**config.mk**
```make
export PLATFORM = sky130hd
export DESIGN_NAME = regfile_scoreboard
export DESIGN_NICKNAME = d
export VERILOG_FILES = /design/src/rtl/regfile_scoreboard.sv
export SDC_FILE = /design/constraint.sdc
export NUM_CORES = 1
export LEC_CHECK = 0
export BUFFER_PORTS_ARGS = -buffer_cell sky130_fd_sc_hd__buf_2
export CORE_MARGIN = 2
export CORE_UTILIZATION = 25
export CTS_BUF_LIST = sky130_fd_sc_hd__clkbuf_8 sky130_fd_sc_hd__clkbuf_16
export CTS_CLUSTER_SIZE = 30
export DETAILED_ROUTE_END_ITERATION = 7
export PLACE_DENSITY = 0.45
export SYNTH_ARGS = -nofsm -noshare
export SYNTH_HDL_FRONTEND = slang
export SYNTH_SLANG_ARGS = --single-unit
```
**constraint.sdc**
```tcl
create_clock -name clk_in -period 4.6 [get_ports clk_in]
set_clock_uncertainty 0.2 [all_clocks]
set_input_delay 0.23 -clock clk_in [delete_from_list [all_inputs] [get_ports clk_in]]
set_output_delay 0.23 -clock clk_in [all_outputs]
set_load 0.01 [all_outputs]
```
**src/rtl/regfile_scoreboard.sv**
```systemverilog
// Hazard scoreboard for the 2W/2R register file: counts in-flight writes per register.
// Issue gating is combinational and honours the write-to-read bypass; busy is 1 edge after fire.
module regfile_scoreboard #(
  parameter int CNT_W   = 2,
  parameter int STALL_W = 16
) (
  input  logic               clk_in,
  input  logic               rst_in,
  input  logic               flush_in,
  input  logic               issue_valid_in,
  input  logic [4:0]         issue_rd_in,
  input  logic               issue_rd_we_in,
  input  logic [4:0]         issue_rs1_in,
  input  logic               issue_rs1_re_in,
  input  logic [4:0]         issue_rs2_in,
  input  logic               issue_rs2_re_in,
  output logic               issue_ready_out,
  input  logic               wb1_we_in,
  input  logic [4:0]         wb1_addr_in,
  input  logic               wb2_we_in,
  input  logic [4:0]         wb2_addr_in,
  output logic [31:0]        busy_mask_out,
  output logic               err_out,
  output logic [STALL_W-1:0] stall_cnt_out
);

  localparam logic [CNT_W-1:0] CNT_MAX = '1;

  logic [CNT_W-1:0] cnt_q  [32];
  logic [CNT_W-1:0] cnt_d  [32];
  logic [CNT_W-1:0] eff_lo [32];
  logic [CNT_W-1:0] rem    [32];
  logic [CNT_W:0]   dec;
  logic [CNT_W:0]   eff;
  logic             err_hit;
  logic             haz_rs1;
  logic             haz_rs2;
  logic             haz_rd;
  logic             fire;
  logic             stall_hit;

  // rem[r] is what is still pending once this cycle's writebacks land (bypass view)
  always_comb begin
    err_hit = 1'b0;
    dec     = '0;
    eff     = '0;
    for (int r = 0; r < 32; r++) begin
      dec = (CNT_W+1)'(wb1_we_in && (wb1_addr_in == 5'(r)) && (r != 0))
          + (CNT_W+1)'(wb2_we_in && (wb2_addr_in == 5'(r)) && (r != 0));
      eff = (dec > {1'b0, cnt_q[r]}) ? {1'b0, cnt_q[r]} : dec;
      if (dec > {1'b0, cnt_q[r]}) begin
        err_hit = 1'b1;
      end
      eff_lo[r] = eff[CNT_W-1:0];
      rem[r]    = cnt_q[r] - eff[CNT_W-1:0];
    end
  end

  assign haz_rs1 = issue_rs1_re_in && (issue_rs1_in != 5'd0) && (rem[issue_rs1_in] != '0);
  assign haz_rs2 = issue_rs2_re_in && (issue_rs2_in != 5'd0) && (rem[issue_rs2_in] != '0);
  // Destination check deliberately uses the pre-writeback count
  assign haz_rd  = issue_rd_we_in && (issue_rd_in != 5'd0) && (cnt_q[issue_rd_in] == CNT_MAX);

  assign issue_ready_out = rst_in && !flush_in && !haz_rs1 && !haz_rs2 && !haz_rd;
  assign fire            = issue_valid_in && issue_ready_out;
  assign stall_hit       = issue_valid_in && !issue_ready_out && !flush_in;

  always_comb begin
    for (int r = 0; r < 32; r++) begin
      cnt_d[r] = cnt_q[r]
               + CNT_W'(fire && issue_rd_we_in && (issue_rd_in == 5'(r)) && (r != 0))
               - eff_lo[r];
    end
  end

  always_comb begin
    busy_mask_out = '0;
    for (int r = 1; r < 32; r++) begin
      busy_mask_out[r] = (cnt_q[r] != '0);
    end
  end

  always_ff @(posedge clk_in or negedge rst_in) begin
    if (!rst_in) begin
      for (int r = 0; r < 32; r++) begin
        cnt_q[r] <= '0;
      end
      err_out       <= 1'b0;
      stall_cnt_out <= '0;
    end else begin
      if (flush_in) begin
        for (int r = 0; r < 32; r++) begin
          cnt_q[r] <= '0;
        end
      end else begin
        for (int r = 0; r < 32; r++) begin
          cnt_q[r] <= cnt_d[r];
        end
        if (err_hit) begin
          err_out <= 1'b1;
        end
      end
      if (stall_hit && (stall_cnt_out != '1)) begin
        stall_cnt_out <= stall_cnt_out + STALL_W'(1);
      end
    end
  end

endmodule

```
# After elaboration in Yosys (flattened, before gate mapping)
# Cells that the tools add are included.
# op_classes
shift,0
mul,0
n_reduce_logical,150
n_eq_ne,95
div_mod_pow,0
mux,72
magnitude_cmp,34
addsub,125
bitwise_logic,4
# op_table
operator,n
equality test 5 bit (second input constant),48
subtractor 2 bit,62
equality test 5 x 4 -> 1 bit (second input constant),24
logical AND 1 bit,108
2-to-1 mux 2 bit,37
nonzero test 2 bit,33
adder 1 x 1 -> 2 bit,31
adder 2 x 1 -> 2 bit,31
greater-than comparator 2 bit,31
2-to-1 mux 62 bit,1
equality test 5 x 3 -> 1 bit (second input constant),12
2-to-1 mux 1 bit,31
binary-select mux 2 bit (select 5 bit),3
equality test 5 x 2 -> 1 bit (second input constant),6
greater-or-equal comparator 6 bit (second input constant),3
NOT 5 -> 6 bit,3
adder 16 x 1 -> 16 bit (second input constant),1
!= test 16 bit (second input constant),1
equality test 5 x 1 -> 1 bit (second input constant),3
nonzero test 5 bit,3
logical NOT 1 bit,5
equality test 2 bit (second input constant),1
AND reduction 2 bit,1
NOT 1 bit,1
# word_totals
word_cells,513
latch_bits,0
romBits,0
memories,0
ram_bits,0
inputBits,34
regBits,79

# Logic depth before layout (Yosys ltp)
# Gate-level depths: netlist (run 1).
# logic_depth
ltp_word,36
mapped_depth,27
mapped_depth_nobuf,26

# Worst setup path before layout (run 1)
# OpenSTA, ideal clock, no wires.
# synth_timing
kind,in2reg
from,input wb1_addr_in[3]
to,register cnt_q[35] in the netlist's numbering
stages,26
t_arrival_ns,4.814
setup_slack_ns,-0.546
required_ns,4.268
cell_sequence,nand2b_1 -> clkbuf_1 -> nor2_1 -> ha_1 -> inv_1 -> ha_1 -> nor2_1 -> a22oi_1 -> a21oi_1 -> a221oi_1 -> ha_1 -> xnor2_1 -> nand2_1 -> mux4_2 -> o31a_1 -> a31o_1 -> a211oi_4 -> clkbuf_1 -> and2_1 -> nand2_1 -> ha_1 -> inv_1 -> ha_1 -> xor2_1 -> xnor2_1 -> nor2_1
# synth_between
elab_chain_len,21
word_cells_on_any_way,207
classes_between,64 x add/sub; 31 x order compare; 31 x eq/ne; 38 x mux; 43 x reduce/logical
# synth_lines
element,line_no,text
"start, declared",19,"input logic [4:0] wb1_addr_in,"
"equality test 5 bit, or another cell as far along",48,dec = (CNT_W+1)'(wb1_we_in && (wb1_addr_in == 5'(r)) && (r != 0))
logical AND 1 bit,48,
adder 1 x 1 -> 2 bit,49,+ (CNT_W+1)'(wb2_we_in && (wb2_addr_in == 5'(r)) && (r != 0));
greater-than comparator 2 bit,50,"eff = (dec > {1'b0, cnt_q[r]}) ? {1'b0, cnt_q[r]} : dec;"
2-to-1 mux 2 bit,50,
subtractor 2 bit,55,rem[r] = cnt_q[r] - eff[CNT_W-1:0];
binary-select mux 2 bit (select 5 bit),59,assign haz_rs1 = issue_rs1_re_in && (issue_rs1_in != 5'd0) && (rem[issue_rs1_in] != '0);
2-to-1 mux 2 bit (not written as such) (2 in a row),59,
[3 not listed],n/a,
logical AND 1 bit,64,assign issue_ready_out = rst_in && !flush_in && !haz_rs1 && !haz_rs2 && !haz_rd;
logical AND 1 bit (*) (2 in a row),64,
via issue_ready_out,17,"output logic issue_ready_out,"
logical AND 1 bit (*),65,assign fire = issue_valid_in && issue_ready_out;
logical AND 1 bit (*) (2 in a row),71,+ CNT_W'(fire && issue_rd_we_in && (issue_rd_in == 5'(r)) && (r != 0))
adder 2 x 1 -> 2 bit (*),71,
subtractor 2 bit (*),72,- eff_lo[r];
2-to-1 mux 62 bit (*),91,if (flush_in) begin
"end signal, assigned by index",97,cnt_q[r] <= cnt_d[r];
"end, declared",29,logic [CNT_W-1:0] cnt_q [32];
# The timed path passes the listed nets; every way through them passes the cells marked *. The select of a mux whose other input is x is not followed.
# A chain may end at the register's enable or synchronous reset.

# Final worst setup path (run 1)
# layout_timing
from,input wb1_we_in
to,register cnt_q[57] in the netlist's numbering
# layout_between
elab_chain_len,20
word_cells_on_any_way,176
classes_between,64 x add/sub; 31 x order compare; 38 x mux; 43 x reduce/logical
# layout_lines
element,line_no,text
"start, declared",18,"input logic wb1_we_in,"
logical AND 1 bit,48,
adder 1 x 1 -> 2 bit,49,
greater-than comparator 2 bit,50,
2-to-1 mux 2 bit,50,
subtractor 2 bit,55,
binary-select mux 2 bit (select 5 bit),59,
2-to-1 mux 2 bit (not written as such) (2 in a row),59,
nonzero test 2 bit,59,
logical AND 1 bit,59,
logical NOT 1 bit,64,
logical AND 1 bit (3 in a row),64,
logical AND 1 bit,65,
logical AND 1 bit (2 in a row),71,
adder 2 x 1 -> 2 bit,71,
subtractor 2 bit (*),72,
2-to-1 mux 62 bit (*),91,
# Every way passes the cells marked *; elsewhere a longest branch is shown, timed or not. The select of a mux whose other input is x is not followed.

==> results.py, run 1 <==
metrics = {
    "outcome": {
        "status": "complete, but fails checks",
        "violations": "negative setup slack",
    },
    "logic_synthesis": {
        "yosys_warnings": 0,
        "synthTopCellsByArea": "ha_1 27%, dfrtp_1 19%, inv_1 6.7%",
        "synth_common_cells": "218 x ha_1, 183 x inv_1, 148 x nor2_1, 120 x nand2_1, 79 x dfrtp_1",
        "synth_cell_types": 63,
        "ys.flop_type": "dfrtp_1",
        "synth_edf_count": 0,
        "syn_area_sq_mm": 0.0102,
        "synthArstFlopShare": 1.00,
        "syn-num-nets": 1529,
        "syn_area_per_cell_sq_um": 7.98,
        "synth_top_cell_by_area": "ha_1",
        "synth-seq-cells": 79,
        "synth.most_common_cell": "ha_1",
        "syn_inst": 1277,
        "ys_seq_area_frac": 0.194,
        "yosysTopAreaCellShare": 0.268,
    },
    "global_routing": {
        "grtUsageTotal": 0.189,
        "grt_pass1_vias": 10434,
        "antenna_found_initial": 4,
        "grt_max_degree": 65,
        "grt_pass1_wl_mm": 59.1,
        "grt_overflow_total": 0,
    },
    "detailed_routing": {
        "drt_iter0_drc": 542,
        "wl_mm": 40.7,
        "wire_per_inst_um": 18.3,
        "vias": 10600,
        "route.detailed.drc": 0,
        "dr.pass1.iters": 6,
        "viasPerCell": 4.76,
        "drtAntennaViolNets": 0,
    },
    "sta": {
        "setup_ws_ns": -0.371,
        "period_needed_ns": 4.97,
        "finalMaxSlewViolations": 0,
        "max_slew_margin": 0.109,
        "hold_viol_final": 0,
        "setup_violations": 62,
        "rsz0062_at_grt": "true",
        "holdWs_ns": 0.275,
        "worst_pin_slew_ns": 1.33,
        "finalCritPeriodShare": 1.08,
        "fmax_mhz": 201,
    },
    "worst_hold_path": {
        "whs_endpoint": "err_out",
        "hp-class": "reg2reg",
        "hold_depth": 1,
        "hp-start": "err_out",
    },
    "power_and_ir_drop": {
        "power_leakage_uw": 0.00791,
        "vdd_drop_max_mv": 0.265,
        "p_per_area_mw_per_mm2": 484,
        "power_uw": 8040,
    },
    "cts": {
        "clock_path_buffers": 2,
        "htreeDepth": 3,
        "worstSkewPairLatency_ns": 0.39,
        "tritoncts": "done",
        "cts.sinks": 79,
        "cts-buffers-inserted": 9,
        "clk_pin_slew_ns": 0.07,
        "root_buffer": "clkbuf_16",
    },
    "worst_setup_path": {
        "path_max_fanout": 6,
        "crit_type": "in2reg",
        "worstSetupStartpointType": "input pin",
        "r2r_slack_ns": -0.24,
        "worstSetupEndpointType": "flop",
        "r2r_cells": 22,
        "worstPathRequired_ns": 4.64,
        "arrival_ns": 5.01,
        "regToRegStartpoint": "cnt_q[15]",
        "reg2reg_to": "cnt_q[57]",
    },
    "layout": {
        "drive_gt1_frac": 0.479,
        "areaGrowthSynthToFinish_pct": 63.0,
        "instances_no_fill": 2228,
        "layout.nets": 1949,
    },
    "place": {
        "hpwl_mm": 31.8,
        "dp_cells": 2167,
        "numPortBuffers": 82,
        "gp_congestion": 0.920,
    },
    "floorplanning": {
        "ios": 84,
        "die_y_um": 206,
        "core_sq_mm": 0.0400,
        "die_w_um": 206,
        "start_util": 0.255,
        "rows": 73,
        "die_area_sq_mm": 0.0424,
    },
    "job": {
        "cap_viol_max_count": 0,
    },
}
==> cell families after synthesis <==
| logic type | count (synthesis) | share of synthesized area |
|---|---|---|
| multiplexers | 20 | 0.0350 |
| AO/OA/AOI/OAI | 183 | 0.120 |
| AND/OR/NAND/NOR | 454 | 0.210 |
| flip-flops | 79 | 0.194 |
| XOR/XNOR | 106 | 0.0911 |
| adder cells (fa/ha/maj) | 218 | 0.268 |
| other | 1 | 0.000368 |
| buffers and inverters | 216 | 0.0820 |
==> final cells by class <==
cell class | count | area (sq um)
Clock inverter | 7 | 104
Clock buffer | 9 | 225
Inverter | 184 | 698
Sequential cell | 79 | 1980
Fill cell | 4007 | 23400
Multi-Input combinational cell | 983 | 9620
Tap cell | 525 | 657
Antenna cell | 1 | 2.50
Timing Repair Buffer | 440 | 3330
==> worst max-delay path by stage <==
stage	start	end
after global placement	wb2_we_in	cnt_q[9]
after detailed placement	wb1_we_in	cnt_q[40]
after global routing	wb2_addr_in[2]	cnt_q[17]
final	wb1_we_in	cnt_q[57]
after floorplan	wb2_addr_in[3]	cnt_q[17]
after CTS	wb1_we_in	cnt_q[61]
==> critical path: stages <==
cell and delay, ns:
buf_8 0.10, nor2b_4 0.13, buf_6 0.13, nand2_8 0.09
nor2_4 0.04, ha_4 0.27, inv_4 0.04, ha_4 0.28
nor2_4 0.04, a22oi_2 0.13, a21oi_2 0.08, a221oi_2 0.24
ha_2 0.26, xnor2_2 0.10, buf_4 0.13, a32oi_2 0.06
mux4_2 0.55, nand3b_1 0.18, o2111a_1 0.17, a211oi_4 0.28
buf_4 0.17, nand2_4 0.07, or4b_4 0.58, ha_4 0.28
inv_2 0.03, ha_4 0.15, xnor2_2 0.13, nor2_1 0.05
==> power breakdown <==
group / internal [uW] / switching [uW]
combinational: 3140 / 2980
sequential: 889 / 154
clock: 484 / 388
==> registers in the layout (all words and copies together), names as in the netlist <==
name	count
err_out	1
cnt_q	62
stall_cnt_out	16
==> stage by stage <==
step                setup slack, ns   util  area (sq um)  setup TNS (ns)
CTS                          -0.318  0.376         15000          -10.60
detailed placement            -1.22  0.341         13600          -69.94
global placement              -1.14  0.341         13600          -62.74
finish                       -0.371  0.415         16600          -11.80
global route                 -0.507  0.415         16600          -20.75
floorplan                    -0.360      -         10400           -8.31
==> metal layers <==
layer	global-route usage	part of all wire	up-vias
met4	0.0911	0.039	4
met5	0	0.00074	-
met1	0.235	0.43	5113
met2	0.316	0.49	242
li1	-	-	5181
met3	0.0319	0.045	60
==> repair_timing <==
| action | 4_1_cts | 5_1_grt |
|---|---|---|
| hold endpoints to repair | 33 | 0 |
| gates resized for setup | 213 | 249 |
| cloned | 1 | 0 |
| setup endpoints to repair | 66 | 63 |
| setup buffers | 18 | 25 |
| pin swaps | 57 | 106 |
| hold buffers | 1 | 0 |
==> placed cells by master (no fill, tap or decap), types with 32 or more instances in the layout <==
master     n
nand3_1   32
a21oi_1   52
buf_2     69
xnor2_2   39
ha_4      76
dfrtp_1   79
inv_1    147
xor2_1    37
inv_2     34
nor2_1   106
ha_1     124
buf_4    339
nor2b_1   57
nand2_1   96
(Power assumes the default switching activity.)
==> run 2: changes to the inputs <==
ABC_AREA = 1   (was unset)
==> run 2 against run 1 <==
The run now ends clean. Synthesized cell count rose by 32%. Fmax rose by 14%. Non-clock buffer count fell by 251. Core utilization fell by 11 points. First-iteration DRC count rose by 67%. Critical path type unchanged. Largest cell class unchanged. Largest power group is now clock.
==> results.py, run 2 <==
metrics = {
    "detailed_routing": {
        "dr.pass1.iters": 5,
        "wire_per_inst_um": 16.7,
        "wl_mm": 40.6,
        "dr_wl_met3_mm": 2.20,
        "wl_met2_mm": 17.6,
        "topRoutingLayerUsed": "met4",
        "drtAntennaViolNets": 0,
        "vias": 10906,
        "viasPerCell": 4.48,
        "route.detailed.drc": 0,
        "drt_iter0_drc": 903,
        "met1Wirelength_mm": 19.9,
    },
    "cts": {
        "clock_path_buffers": 2,
        "cts_setup_buffers": 0,
        "cts.sinks": 79,
        "root_buffer": "clkbuf_16",
        "worstSkewPairLatency_ns": 0.39,
        "clk_pin_slew_ns": 0.07,
        "cts-buffers-inserted": 9,
        "htreeDepth": 3,
        "tritoncts": "done",
    },
    "layout": {
        "largest_reg_flops": 62,
        "finalInstanceArea_sq_mm": 0.0132,
        "top_regs": "cnt_q x62, stall_cnt_out x16, err_out x1",
        "regMostFlops": "cnt_q",
        "antenna_cells": 0,
        "layout.cells.most_common": "nand2_1",
        "areaGrowthSynthToFinish_pct": 21.5,
        "drive_gt1_frac": 0.141,
        "fin_util": 0.307,
        "final_cell_mix": "429 x nand2_1, 329 x inv_1, 216 x nor2_1",
        "layout.nets": 2098,
    },
    "logic_synthesis": {
        "syn_area_sq_mm": 0.0109,
        "synthArstFlopShare": 1.00,
        "syn_area_per_cell_sq_um": 6.44,
        "syn-num-nets": 1939,
        "syn_inst": 1687,
        "yosysTopAreaCellShare": 0.251,
        "yosys_warnings": 0,
        "synth.most_common_cell": "nand2_1",
        "synth_cell_types": 32,
        "synth_common_cells": "430 x nand2_1, 331 x inv_1, 229 x nor2_1, 218 x ha_1, 119 x nand3_1",
        "synthTopCellsByArea": "ha_1 25%, dfrtp_1 18%, nand2_1 15%",
        "synth-seq-cells": 79,
        "ys_seq_area_frac": 0.182,
        "synth_top_cell_by_area": "ha_1",
        "ys.flop_type": "dfrtp_1",
        "synth_edf_count": 0,
    },
    "place": {
        "hpwl_mm": 32.4,
        "numPortBuffers": 82,
        "gp_congestion": 0.900,
        "dp_slack_ns": -0.526,
        "post_dp_cell_area_sq_mm": 0.0127,
    },
    "worst_hold_path": {
        "hp-class": "in2reg",
        "hold_depth": 4,
    },
    "sta": {
        "rsz0062_at_grt": "true",
        "finalCritPeriodShare": 0.945,
        "setup_violations": 0,
        "hold_viol_final": 0,
        "period_needed_ns": 4.35,
        "holdWs_ns": 0.0648,
        "fmax_mhz": 230,
        "worst_pin_slew_ns": 0.919,
        "max_slew_margin": 0.385,
        "finalMaxSlewViolations": 0,
        "setup_ws_ns": 0.254,
    },
    "worst_setup_path": {
        "crit_type": "in2reg",
        "path_max_fanout": 18,
        "worstSetupEndpointType": "flop",
        "worstSetupStartpointType": "input pin",
        "arrival_ns": 4.39,
        "slowest_stage": "ha_1",
        "cpPeakStageDelay_ns": 0.32,
        "r2r_cells": 24,
        "worstPathRequired_ns": 4.64,
    },
    "floorplanning": {
        "start_util": 0.253,
        "die_area_sq_mm": 0.0451,
        "rows": 76,
        "core_sq_mm": 0.0430,
        "ios": 84,
        "die_y_um": 212,
        "die_w_um": 212,
    },
    "global_routing": {
        "grtUsageTotal": 0.184,
        "grt_pass1_vias": 10224,
        "grt_overflow_total": 0,
        "grt_pass1_wl_mm": 61.1,
        "grt_max_degree": 64,
        "antenna_found_initial": 0,
    },
    "power_and_ir_drop": {
        "power_leakage_uw": 0.00733,
        "p_per_area_mw_per_mm2": 175,
        "vdd_drop_max_mv": 0.160,
    },
    "job": {
        "cap_viol_max_count": 0,
    },
    "outcome": {
        "status": "finished, final reports clean",
    },
}
-- run 2: cell count changes in the layout (fill, tap and decap cells not counted), sizes merged, moves of 51 or more --
cell	previous run	this run
nand3	40	119
buf	439	188
nor2	148	232
nand2	121	430
inv	187	337
o21ai	24	75
nor2b	65	0
a21oi	67	14
-- run 2: kinds of logic after synthesis --
group / share of synthesized area
buf+inv: 0.136
xor+xnor: 0.0621
flops: 0.182
other cells: 0.000345
fa+ha+maj: 0.251
simple gates: 0.313
compound gates: 0.0553
-- run 2: critical path: cells and delay by family --
| kind | cells | cell delay (ns) |
|---|---|---|
| AO/OA/AOI/OAI | 4 | 0.61 |
| buffers and inverters | 7 | 0.70 |
| XOR/XNOR | 1 | 0.16 |
| AND/OR/NAND/NOR | 13 | 1.45 |
| adder cells (fa/ha/maj) | 5 | 1.21 |
-- run 2: worst paths after layout --
kind                                startpoint                to  slack [ns]
worst max-delay path            wb1_addr_in[0]          cnt_q[7]        0.25
worst min-delay path                  flush_in           err_out        0.06
worst max register to register       cnt_q[57]          cnt_q[7]        0.50
worst min register to register         err_out           err_out        0.29
max in group asynchronous               rst_in         cnt_q[12]        2.86
min in group asynchronous               rst_in  stall_cnt_out[2]        0.36
-- run 2: layer usage --
layer	global-route usage	vias to the layer above
li1	-	5548
met1	0.262	5043
met2	0.281	268
met3	0.0307	47
met4	0.0547	0
met5	0	-
-- run 2: area by class of cell --
class,count,area [sq um]
timing repair buffer,189,1290
sequential,79,1980
inverter,336,1260
clock buffer,9,225
fill,4889,29800
clock inverter,7,78.8
tap,585,732
multi-input combinational,1231,7630
-- run 2: power by group --
group	internal [uW]	switching (uW)	leakage, uW	total, uW
Clock	426	373	0.000139	799
Combinational	271	466	0.00611	736
Sequential	727	44.8	0.00109	772
-- run 2: repair_timing --
action | in CTS | in global routing
pin swaps | 0 | 6
hold endpoints to repair | 45 | 0
resized for setup | 3 | 88
endpoints found under the setup margin | 60 | 63
hold buffers | 1 | 0
-- run 2: metrics by stage --
| step | total power, uW | cells | TNS (ns) |
|---|---|---|---|
| finish | 2310 | 2436 | 0 |
| global route | 2450 | 2436 | -0.289 |
| CTS | 2320 | 2436 | 0 |
| detailed placement | 1490 | 2419 | -29.99 |
| global placement | 1490 | 2419 | -30.48 |
| floorplan | 1170 | 1687 | 0 |
